### src/rtl/mandel_pkg.sv
`default_nettype none
// ============================================================================
// mandel_pkg
// Shared widths, defaults and scheduler state encoding for the Mandelbrot
// pixel pipeline.
// Revision: 1.0
// ============================================================================
package mandel_pkg;

  localparam int WORD_LENGTH_DEF = 32;
  localparam int FRAC_DEF        = 28;
  localparam int COORD_W         = 11;
  localparam int DEPTH_W         = 11;

  typedef enum logic [1:0] {
    ST_IDLE     = 2'd0,
    ST_DISPATCH = 2'd1,
    ST_DRAIN    = 2'd2,
    ST_DONE     = 2'd3
  } sched_state_t;

endpackage
`default_nettype wire

### src/rtl/rr_arbiter.sv
`default_nettype none
// ============================================================================
// rr_arbiter
// Round-robin selector with one-hot grant; priority moves past the winner
// only on accept, and the grant is frozen while a request waits unaccepted.
// Revision: 1.0
// ============================================================================
module rr_arbiter #(
  parameter int N = 4
) (
  input  logic         clk,
  input  logic         rst,
  input  logic [N-1:0] i_req,
  input  logic         i_accept,
  output logic [N-1:0] o_grant
);

  localparam int IW = (N > 1) ? $clog2(N) : 1;

  logic [IW-1:0]  r_ptr;
  logic [IW-1:0]  r_hold_idx;
  logic           r_hold;
  logic [2*N-1:0] w_req2;
  logic [IW-1:0]  w_off;
  logic [IW:0]    w_sum;
  logic [IW-1:0]  w_rr_idx;
  logic [IW-1:0]  w_sel_idx;
  logic           w_any;

  // Rotate the request vector so bit 0 is the current priority holder.
  always_comb begin
    w_any  = |i_req;
    w_req2 = {i_req, i_req} >> r_ptr;
    w_off  = '0;
    for (int k = N - 1; k >= 0; k--) begin
      if (w_req2[k]) w_off = IW'(k);
    end
    w_sum     = {1'b0, r_ptr} + {1'b0, w_off};
    w_rr_idx  = (w_sum >= (IW + 1)'(N)) ? IW'(w_sum - (IW + 1)'(N)) : IW'(w_sum);
    w_sel_idx = r_hold ? r_hold_idx : w_rr_idx;
    o_grant   = w_any ? (N'(1) << w_sel_idx) : '0;
  end

  always_ff @(posedge clk or posedge rst) begin
    if (rst) begin
      r_ptr      <= '0;
      r_hold     <= 1'b0;
      r_hold_idx <= '0;
    end else if (i_accept) begin
      r_ptr  <= (w_sel_idx == IW'(N - 1)) ? '0 : w_sel_idx + IW'(1);
      r_hold <= 1'b0;
    end else begin
      r_hold     <= w_any;
      r_hold_idx <= w_sel_idx;
    end
  end

endmodule
`default_nettype wire

### src/rtl/pixel_scheduler.sv
`default_nettype none
// ============================================================================
// pixel_scheduler
// Walks a frame in raster order, hands pixels to free depth cores, and
// returns tagged results through a round-robin output port.
// Revision: 1.0
// ============================================================================
module pixel_scheduler
  import mandel_pkg::*;
#(
  parameter int NUM_CORES   = 4,
  parameter int WORD_LENGTH = WORD_LENGTH_DEF,
  parameter int FRAC        = FRAC_DEF
) (
  input  logic                             sysclk,
  input  logic                             reset,
  input  logic                             frame_start,
  input  logic [COORD_W-1:0]               width,
  input  logic [COORD_W-1:0]               height,
  input  logic signed [WORD_LENGTH-1:0]    re_origin,
  input  logic signed [WORD_LENGTH-1:0]    im_origin,
  input  logic signed [WORD_LENGTH-1:0]    step,
  output logic [NUM_CORES-1:0]             core_start,
  output logic [NUM_CORES*COORD_W-1:0]     core_x,
  output logic [NUM_CORES*COORD_W-1:0]     core_y,
  output logic [NUM_CORES*WORD_LENGTH-1:0] core_re_c,
  output logic [NUM_CORES*WORD_LENGTH-1:0] core_im_c,
  input  logic [NUM_CORES-1:0]             core_done,
  input  logic [NUM_CORES*DEPTH_W-1:0]     core_depth,
  output logic                             pix_valid,
  input  logic                             pix_ready,
  output logic [COORD_W-1:0]               pix_x,
  output logic [COORD_W-1:0]               pix_y,
  output logic [DEPTH_W-1:0]               pix_depth,
  output logic                             busy,
  output logic                             frame_done
);

  localparam int CW = COORD_W;
  localparam int DW = DEPTH_W;
  localparam int WL = WORD_LENGTH;
  localparam int IW = (NUM_CORES > 1) ? $clog2(NUM_CORES) : 1;

  if (FRAC >= WORD_LENGTH) begin : g_frac_check
    $error("FRAC must be smaller than WORD_LENGTH");
  end

  sched_state_t         r_state;
  logic [CW-1:0]        r_width, r_height, r_x, r_y;
  logic signed [WL-1:0] r_re_origin, r_step, r_re_cur, r_im_cur;
  logic                 r_frame_done;

  logic [NUM_CORES-1:0] r_core_start, r_core_busy, r_slot_full;
  logic [CW-1:0]        r_core_x [NUM_CORES];
  logic [CW-1:0]        r_core_y [NUM_CORES];
  logic signed [WL-1:0] r_core_re [NUM_CORES];
  logic signed [WL-1:0] r_core_im [NUM_CORES];
  logic [CW-1:0]        r_slot_x [NUM_CORES];
  logic [CW-1:0]        r_slot_y [NUM_CORES];
  logic [DW-1:0]        r_slot_d [NUM_CORES];

  logic [NUM_CORES-1:0] w_free, w_grant;
  logic [DW-1:0]        w_done_depth [NUM_CORES];
  logic [IW-1:0]        w_disp_idx;
  logic                 w_disp_ok, w_dispatch, w_row_end, w_last, w_accept;

  for (genvar g = 0; g < NUM_CORES; g++) begin : g_core
    assign core_x[g*CW +: CW]    = r_core_x[g];
    assign core_y[g*CW +: CW]    = r_core_y[g];
    assign core_re_c[g*WL +: WL] = r_core_re[g];
    assign core_im_c[g*WL +: WL] = r_core_im[g];
    assign w_done_depth[g]       = core_depth[g*DW +: DW];
  end

  assign core_start = r_core_start;
  assign frame_done = r_frame_done;
  assign busy       = (r_state == ST_DISPATCH) || (r_state == ST_DRAIN);
  assign pix_valid  = |r_slot_full;
  assign w_accept   = pix_valid && pix_ready;
  assign w_row_end  = (r_x == r_width - CW'(1));
  assign w_last     = w_row_end && (r_y == r_height - CW'(1));

  // A core is only reusable once its previous result has left the slot.
  always_comb begin
    w_free     = ~r_core_busy & ~r_slot_full;
    w_disp_ok  = 1'b0;
    w_disp_idx = '0;
    for (int i = NUM_CORES - 1; i >= 0; i--) begin
      if (w_free[i]) begin
        w_disp_ok  = 1'b1;
        w_disp_idx = IW'(i);
      end
    end
    w_dispatch = (r_state == ST_DISPATCH) && w_disp_ok;
  end

  always_comb begin
    pix_x     = '0;
    pix_y     = '0;
    pix_depth = '0;
    for (int i = 0; i < NUM_CORES; i++) begin
      if (w_grant[i]) begin
        pix_x     = r_slot_x[i];
        pix_y     = r_slot_y[i];
        pix_depth = r_slot_d[i];
      end
    end
  end

  rr_arbiter #(
    .N (NUM_CORES)
  ) u_rr_arbiter (
    .clk      (sysclk),
    .rst      (reset),
    .i_req    (r_slot_full),
    .i_accept (w_accept),
    .o_grant  (w_grant)
  );

  always_ff @(posedge sysclk or posedge reset) begin
    if (reset) begin
      r_state      <= ST_IDLE;
      r_width      <= '0;
      r_height     <= '0;
      r_x          <= '0;
      r_y          <= '0;
      r_re_origin  <= '0;
      r_step       <= '0;
      r_re_cur     <= '0;
      r_im_cur     <= '0;
      r_frame_done <= 1'b0;
    end else begin
      r_frame_done <= (r_state == ST_DONE);
      case (r_state)
        ST_IDLE: begin
          if (frame_start) begin
            r_width     <= width;
            r_height    <= height;
            r_re_origin <= re_origin;
            r_step      <= step;
            r_re_cur    <= re_origin;
            r_im_cur    <= im_origin;
            r_x         <= '0;
            r_y         <= '0;
            r_state     <= (width == '0 || height == '0) ? ST_DONE : ST_DISPATCH;
          end
        end
        ST_DISPATCH: begin
          if (w_dispatch) begin
            if (w_row_end) begin
              r_x      <= '0;
              r_y      <= r_y + CW'(1);
              r_re_cur <= r_re_origin;
              r_im_cur <= r_im_cur - r_step;
              if (w_last) r_state <= ST_DRAIN;
            end else begin
              r_x      <= r_x + CW'(1);
              r_re_cur <= r_re_cur + r_step;
            end
          end
        end
        ST_DRAIN: begin
          if (!(|r_core_busy) && !(|r_slot_full)) r_state <= ST_DONE;
        end
        default: r_state <= ST_IDLE;
      endcase
    end
  end

  // Completion is gated by busy so stray pulses after a reset are dropped.
  always_ff @(posedge sysclk or posedge reset) begin
    if (reset) begin
      r_core_start <= '0;
      r_core_busy  <= '0;
      r_slot_full  <= '0;
      for (int i = 0; i < NUM_CORES; i++) begin
        r_core_x[i]  <= '0;
        r_core_y[i]  <= '0;
        r_core_re[i] <= '0;
        r_core_im[i] <= '0;
        r_slot_x[i]  <= '0;
        r_slot_y[i]  <= '0;
        r_slot_d[i]  <= '0;
      end
    end else begin
      for (int i = 0; i < NUM_CORES; i++) begin
        r_core_start[i] <= w_dispatch && (w_disp_idx == IW'(i));
        if (w_accept && w_grant[i]) r_slot_full[i] <= 1'b0;
        if (w_dispatch && (w_disp_idx == IW'(i))) begin
          r_core_x[i]    <= r_x;
          r_core_y[i]    <= r_y;
          r_core_re[i]   <= r_re_cur;
          r_core_im[i]   <= r_im_cur;
          r_core_busy[i] <= 1'b1;
        end else if (core_done[i] && r_core_busy[i]) begin
          r_core_busy[i] <= 1'b0;
          r_slot_full[i] <= 1'b1;
          r_slot_x[i]    <= r_core_x[i];
          r_slot_y[i]    <= r_core_y[i];
          r_slot_d[i]    <= w_done_depth[i];
        end
      end
    end
  end

endmodule
`default_nettype wire
### config.mk
export PLATFORM = sky130hd
export DESIGN_NAME = pixel_scheduler
export DESIGN_NICKNAME = d
export VERILOG_FILES = /design/src/rtl/mandel_pkg.sv /design/src/rtl/rr_arbiter.sv /design/src/rtl/pixel_scheduler.sv
export SDC_FILE = /design/constraint.sdc
export NUM_CORES = 2
export LEC_CHECK = 0
export CAP_MARGIN = 20
export CELL_PAD_IN_SITES_DETAIL_PLACEMENT = 1
export CELL_PAD_IN_SITES_GLOBAL_PLACEMENT = 1
export CORE_MARGIN = 10
export CORE_UTILIZATION = 45
export CTS_BUF_LIST = sky130_fd_sc_hd__clkbuf_16
export CTS_CLUSTER_SIZE = 30
export DETAILED_ROUTE_END_ITERATION = 10
export GPL_ROUTABILITY_DRIVEN = 0
export GPL_TIMING_DRIVEN = 0
export PLACE_DENSITY = 0.83
export SLEW_MARGIN = 20
export SYNTH_ARGS = -nofsm -noshare
export SYNTH_HDL_FRONTEND = slang
export SYNTH_SLANG_ARGS = --single-unit
### constraint.sdc
create_clock -name sysclk -period 34.2 [get_ports sysclk]
set_clock_uncertainty 0.1 [all_clocks]
set_input_delay 6.84 -clock sysclk [delete_from_list [all_inputs] [get_ports sysclk]]
set_output_delay 6.84 -clock sysclk [all_outputs]
set_load 0.01 [all_outputs]
# Word-level counts from Yosys, hierarchy flattened
# Cells that the tools add are included.
[op_classes]
n_eq_ne = 14
magnitude_cmp = 1
reduce_logical = 39
n_bitwise = 7
muxes = 71
n_shift = 2
n_addsub = 9
[ops]
columns = ["cell", "count"]
rows = [
  ["$mux W32", 6],
  ["$mux W11", 17],
  ["$pmux W32 S2", 2],
  ["$pmux W11 S2", 2],
  ["$mux W2", 17],
  ["$add A32 B32 Y32", 1],
  ["$sub A32 B32 Y32", 1],
  ["$mux W1", 25],
  ["$add A11 B1 Y11 const B", 2],
  ["$eq A11 B11 Y1", 2],
  ["$logic_not A11 Y1", 2],
  ["$sub A11 B1 Y11 const B", 2],
  ["$logic_and A1 B1 Y1", 16],
  ["$eq A2 B2 Y1 const B", 5],
  ["$reduce_and A2 Y1", 5],
  ["$reduce_bool A2 Y1", 5],
  ["$ne A2 B2 Y1 const B", 4],
  ["$not A4 Y4", 2],
  ["$reduce_or A4 Y1", 2],
  ["$shr A8 B2 Y4", 1],
  ["$pmux W2 S3", 1],
  ["$reduce_and A5 Y1", 1],
  ["$and A4 B4 Y4", 1],
  ["$eq A2 B1 Y1 const B", 2],
  ["13 further kinds", 19],
]
[totals]
out_inout_bits = 384
reg_bits = 668
input_bits = 170
elab_cells = 190

# Logic depth before layout (Yosys ltp)
[depth]
ltp_word = 15
ltp_mapped = 18
ltp_nobuf = 15

# By module
# From an unflattened synthesis, not the netlist that was laid out.
[unflattened]
hier_cells = 2917
area_unflattened_um2 = 31084.8
[modules_own_cells]
columns = ["mod", "area_per_inst_um2", "instances", "cells_per_inst", "seq_area_each_um2"]
rows = [
  ["pixel_scheduler", 30603.1, 1, 2866, 16590.9],
  ["rr_arbiter", 481.7, 1, 51, 125.1],
]

# Least setup slack after synthesis
# Ideal clock, no wire load.
[synth_path]
path_kind = "register -> output"
start = "register r_slot_full[1]"
end = "output port pix_depth[3]"
t_required_ps = 27260
arrival_time_ps = 3100
setup_slack_ps = 24160
stages_incl_launch_ff = 18
path_buffers = 2
path_cell_list = "dfrtp_1 -> clkbuf_1 -> inv_1 -> o21ai_0 -> a21oi_1 -> o21ai_0 -> o21ai_0 -> ha_1 -> xnor2_1 -> nor2_1 -> a21oi_1 -> ha_1 -> nor3b_1 -> clkbuf_1 -> a22oi_1 -> nand2_1 -> o21ai_0 -> o21ai_0"
[synth_between]
elab_chain_cells = 15
word_cells_on_any_way = 17
cone_classes = "2 x add/sub; 1 x order compare; 2 x shift; 11 x mux; 1 x reduce/logical"
[synth_rtl]
columns = ["item", "line", "source"]
rows = [
  ["start, declared", "pixel_scheduler.sv:53", "logic [NUM_CORES-1:0] r_core_start, r_core_busy, r_slot_full;"],
  ["start signal, assigned", "pixel_scheduler.sv:175", "r_slot_full <= '0;"],
  ["start signal, assigned by index", "pixel_scheduler.sv:188", "if (w_accept && w_grant[i]) r_slot_full[i] <= 1'b0;"],
  ["start signal, assigned by index", "pixel_scheduler.sv:197", "r_slot_full[i] <= 1'b1;"],
  ["$shr A8 B2 Y4", "rr_arbiter.sv:33", "w_req2 = {i_req, i_req} >> r_ptr;"],
  ["$mux W2 (4 in series)", "rr_arbiter.sv:36", "if (w_req2[k]) w_off = IW'(k);"],
  ["$add A2 B2 Y3", "rr_arbiter.sv:38", "w_sum = {1'b0, r_ptr} + {1'b0, w_off};"],
  ["$ge A3 B3 Y1 / $sub A2 B1 Y2 (equally long branches)", "rr_arbiter.sv:39", "w_rr_idx = (w_sum >= (IW + 1)'(N)) ? IW'(w_sum - (IW + 1)'(N)) : IW'(w_sum);"],
  ["$mux W2", "rr_arbiter.sv:39", ""],
  ["$mux W2", "rr_arbiter.sv:40", "w_sel_idx = r_hold ? r_hold_idx : w_rr_idx;"],
  ["$shl A1 B2 Y4", "rr_arbiter.sv:41", "o_grant = w_any ? (N'(1) << w_sel_idx) : '0;"],
  ["$mux W4 *", "rr_arbiter.sv:41", ""],
  ["$mux W11 (3 in series)", "pixel_scheduler.sv:102", "if (w_grant[i]) begin"],
  ["$mux W11 *", "pixel_scheduler.sv:102", ""],
  ["end, declared", "pixel_scheduler.sv:34", "output logic [DEPTH_W-1:0] pix_depth,"],
]
# Mark *: on every way between the ends. The rest lies on a longest branch, timed or not.

# Worst setup path after layout
[layout_path]
start = "register r_slot_full[2]"
end = "output port pix_y[9]"
[layout_between]
elab_chain_cells = 15
word_cells_on_any_way = 17
cone_classes = "2 x add/sub; 1 x order compare; 2 x shift; 11 x mux; 1 x reduce/logical"
[layout_rtl]
columns = ["item", "line", "source"]
rows = [
  ["$shr A8 B2 Y4", "rr_arbiter.sv:33", ""],
  ["$mux W2 (4 in series)", "rr_arbiter.sv:36", ""],
  ["$add A2 B2 Y3", "rr_arbiter.sv:38", ""],
  ["$ge A3 B3 Y1 / $sub A2 B1 Y2 (equally long branches)", "rr_arbiter.sv:39", ""],
  ["$mux W2", "rr_arbiter.sv:39", ""],
  ["$mux W2", "rr_arbiter.sv:40", ""],
  ["$shl A1 B2 Y4", "rr_arbiter.sv:41", ""],
  ["$mux W4 *", "rr_arbiter.sv:41", ""],
  ["$mux W11 (3 in series)", "pixel_scheduler.sv:102", ""],
  ["$mux W11 *", "pixel_scheduler.sv:102", ""],
  ["end, declared", "pixel_scheduler.sv:33", "output logic [COORD_W-1:0] pix_y,"],
]
# Marked as above.

==> summary.txt <==
Core Rows: 96
Fin area: 40200 sq um
Layout overhead on the synthesized area: 29.7%
Pwr Total: 0.00445 W
Total global-route track usage: 30.4%
CTS tree: built
Placed Instance Area: 37900 sq um
Net switching power: 0.00193 W
Syn Std Cell Area: 31000 sq um
Largest net degree at the start of global routing: 112
Fmax: 79.4 MHz
CP Launch Type: flop
Worst Tran Pin Value: 1.11 ns
Busiest grt layer: met2
Syn Area/Cell: 10.8 sq um
Syn_nets: 3120
Hold WC Path Type: flop to flop
Hold Vio Cnt, Final: 0
CTS H-Tree Depth: 3
First-pass GRT wire length: 183000 microns
CTS root buffer: clkbuf_16
Core area: 68500 sq um
Core Util, Final: 58.7%
Status: finished, final reports clean
Final Cycle Share: 36.8%
Main synth FF type: dfrtp_1
Min cycle time layout: 12.60 ns
Comb power frac: 52.1%
Critical path arrival: 5.66 ns
Via Count: 25700
Drt initial violations: 1492
Nets: 3760
Routed length per instance: 27.5 microns
Final ANT Viol Nets: 0
# setup viols final: 0
Vias/cell: 5.76
CTS buffer count: 75
Wirelength, routed: 123000 microns
DP HPWL: 92400 microns
Residual DRC: 0
Clock share of power: 17.2%
Register area share after synthesis: 53.9%
Port Buffers: 553
Clock tree buffer depth: 3
Max FO, Critical Path: 10
Slew Viols, Final: 0
Synth top area share: 53.9%
Commonest non-fill, non-tap cells in the layout: dfrtp_1 (668), nand2_1 (638), clkdlybuf4s50_1 (553), mux2_2 (412), o21ai_0 (158)
Met3 Use GR: 8.84%
Initial antenna violation count: 28
Commonest non-fill, non-tap cell in the layout: dfrtp_1
Die H: 282 microns
Synth warn: 0
Die X: 282 microns
CP endpoint kind: output pin
Drt first pass iters: 6
Met1 GRT Util: 33.3%
Postcts setup bufs: 0
Post-CTS resize count: 0
Pwr/cell area: 111 nW/um^2
Post-Synthesis Cells: 2872
Clk pin slew, worst setup/hold paths: 0.06 ns
Yosys reg bits: 668
Number of fill cells in the layout: 7276
Sw Share: 43.4%
Post-synth EDFFs: 0
Global route overflow: 0
GR met2 Demand/Resource: 53.5%
Worst setup path category: flop to output pin
Max cap viols: 0
CP required: 27.26 ns
Worst vdd ir: 60.0 uV
Distinct cell type count after synthesis: 72
# hold bufs at CTS: 0
Die ar.: 79800 sq um
Share of cells above drive strength 1: 15.9%
Slew margin rel.: 25.8%
Leakage: 18.6 nW
Internal: 0.00252 W
Flop pwr share: 30.7%
Fin Setup TNS: 0 ns
Worst-Skew Late Latency: 0.62 ns
Synth async-reset ratio: 100%
Initial core utilization: 45.3%
I/O pin count: 554
RSZ-0062 raised after global routing: no
# clock sinks: 668
Synth area leaders: dfrtp_1 (54%), mux2_2 (15%), nand2_1 (7.7%), ha_1 (3.1%), o21ai_0 (2.6%)
Post-synth top area cell: dfrtp_1
Vias in the first global route: 28800
==> cell type report <==
cell class                      instances  area, sq um  area share, %
Buffer                                161          642           1.60
Antenna cell                           14         35.0         0.0871
Tap cell                              882         1100           2.75
Clock buffer                           77         1930           4.79
Sequential cell                       668        16700           41.6
Inverter                               60          233          0.579
Multi-Input combinational cell       1983        13400           33.4
Clock inverter                         56          362          0.899
Timing Repair Buffer                  563         5740           14.3
==> stage by stage <==
step | hold WS [ns] | std cells | setup WS [ns]
CTS | 0.379 | 4450 | 21.69
detailed placement | 0.364 | 4317 | 22.46
finish | 0.377 | 4464 | 21.60
global placement | 0.359 | 4307 | 1.51
floorplan | 0.351 | 2872 | 8.54
global route | 0.407 | 4457 | 21.33
==> cell families (layout without fill, tap and decap cells) <==
kind of cell / count (synthesis) / count (layout) / synth area share (%)
XOR/XNOR: 92 / 92 / 2.76
buffers and inverters: 221 / 917 / 2.78
flip-flops: 668 / 668 / 53.9
other: 0 / 14 / 0
adder cells (fa/ha/maj): 78 / 78 / 3.20
AND/OR/NAND/NOR: 913 / 913 / 12.4
AO/OA/AOI/OAI: 458 / 458 / 9.02
multiplexers: 442 / 442 / 15.9
==> worst max-delay path, cell delays in order, from the launching register on <==
cell and delay [ns]:
dfrtp_1 0.38, clkbuf_1 0.37, nand2_1 0.16, a21oi_1 0.19, nor2_1 0.07, a21oi_1 0.13, o21ai_0 0.10, ha_1 0.21
xnor2_1 0.17, nor2_1 0.08, a21oi_1 0.31, ha_1 0.25, nor3b_2 0.68, clkbuf_1 0.48, a22oi_1 0.15, nand2_1 0.10
o21ai_0 0.11, o21ai_0 0.45, clkdlybuf4s50_1 0.65
==> cell usage after synthesis (all sizes together) (28+ instances only) <==
cell type,count
a21o,40
a21oi,122
a22oi,34
and3,28
clkbuf,134
dfrtp,668
ha,76
inv,59
mux2,412
mux2i,30
nand2,639
nand3,39
nor2,100
o21ai,158
xnor2,48
xor2,41
==> metal layers <==
metal | up-vias | share of wire, % | wire [microns]
li1 | 11200 | - | -
met1 | 13200 | 37 | 45300
met4 | 26 | 5.1 | 6220
met3 | 335 | 7.5 | 9260
met5 | - | 0.13 | 161
met2 | 941 | 50 | 62000
==> sequential cells by signal, indices dropped and copies added (netlist names) <==
| name | cells |
|---|---|
| r_width | 11 |
| r_re_origin | 32 |
| r_height | 11 |
| r_slot_d | 44 |
| r_x | 11 |
| r_y | 11 |
| r_core_busy | 4 |
| r_slot_y | 44 |
| r_re_cur | 32 |
| r_slot_x | 44 |
| u_rr_arbiter.r_ptr | 2 |
| r_im_cur | 32 |
| core_y | 44 |
| core_re_c | 128 |
| core_im_c | 128 |
| u_rr_arbiter.r_hold | 1 |
| r_slot_full | 4 |
| u_rr_arbiter.r_hold_idx | 2 |
| r_step | 32 |
| core_x | 44 |
| core_start | 4 |
| r_state | 2 |
| frame_done | 1 |
==> final timing paths <==
kind | startpoint | to | slack, ns | depth (start not counted)
max in group asynchronous | reset | r_slot_d[23]$_DFFE_PP0P_ | 25.95 | 4
hold / removal | core_im_c[68]$_DFFE_PP0P_ | core_im_c[68]$_DFFE_PP0P_ | 0.38 | 2
setup reg to reg | r_re_cur[0]$_DFFE_PP0P_ | r_re_cur[30]$_DFFE_PP0P_ | 29.76 | 13
hold reg to reg | core_im_c[68]$_DFFE_PP0P_ | core_im_c[68]$_DFFE_PP0P_ | 0.38 | 2
setup / recovery | r_slot_full[2]$_DFF_PP0_ | pix_y[9] | 21.60 | 18
min in group asynchronous | reset | core_im_c[35]$_DFFE_PP0P_ | 6.61 | 2
==> power by group through the flow <==
stage	registers, W	clock network, W	logic (W)
after floorplan	0.00132	0	0.00126
after global placement	0.00135	0	0.00217
after detailed placement	0.00137	0	0.00229
after CTS	0.00136	0.000779	0.00232
after global routing	0.00139	0.000815	0.00251
final	0.00137	0.000767	0.00232
No activity file was read; power rests on OpenSTA's default activity.
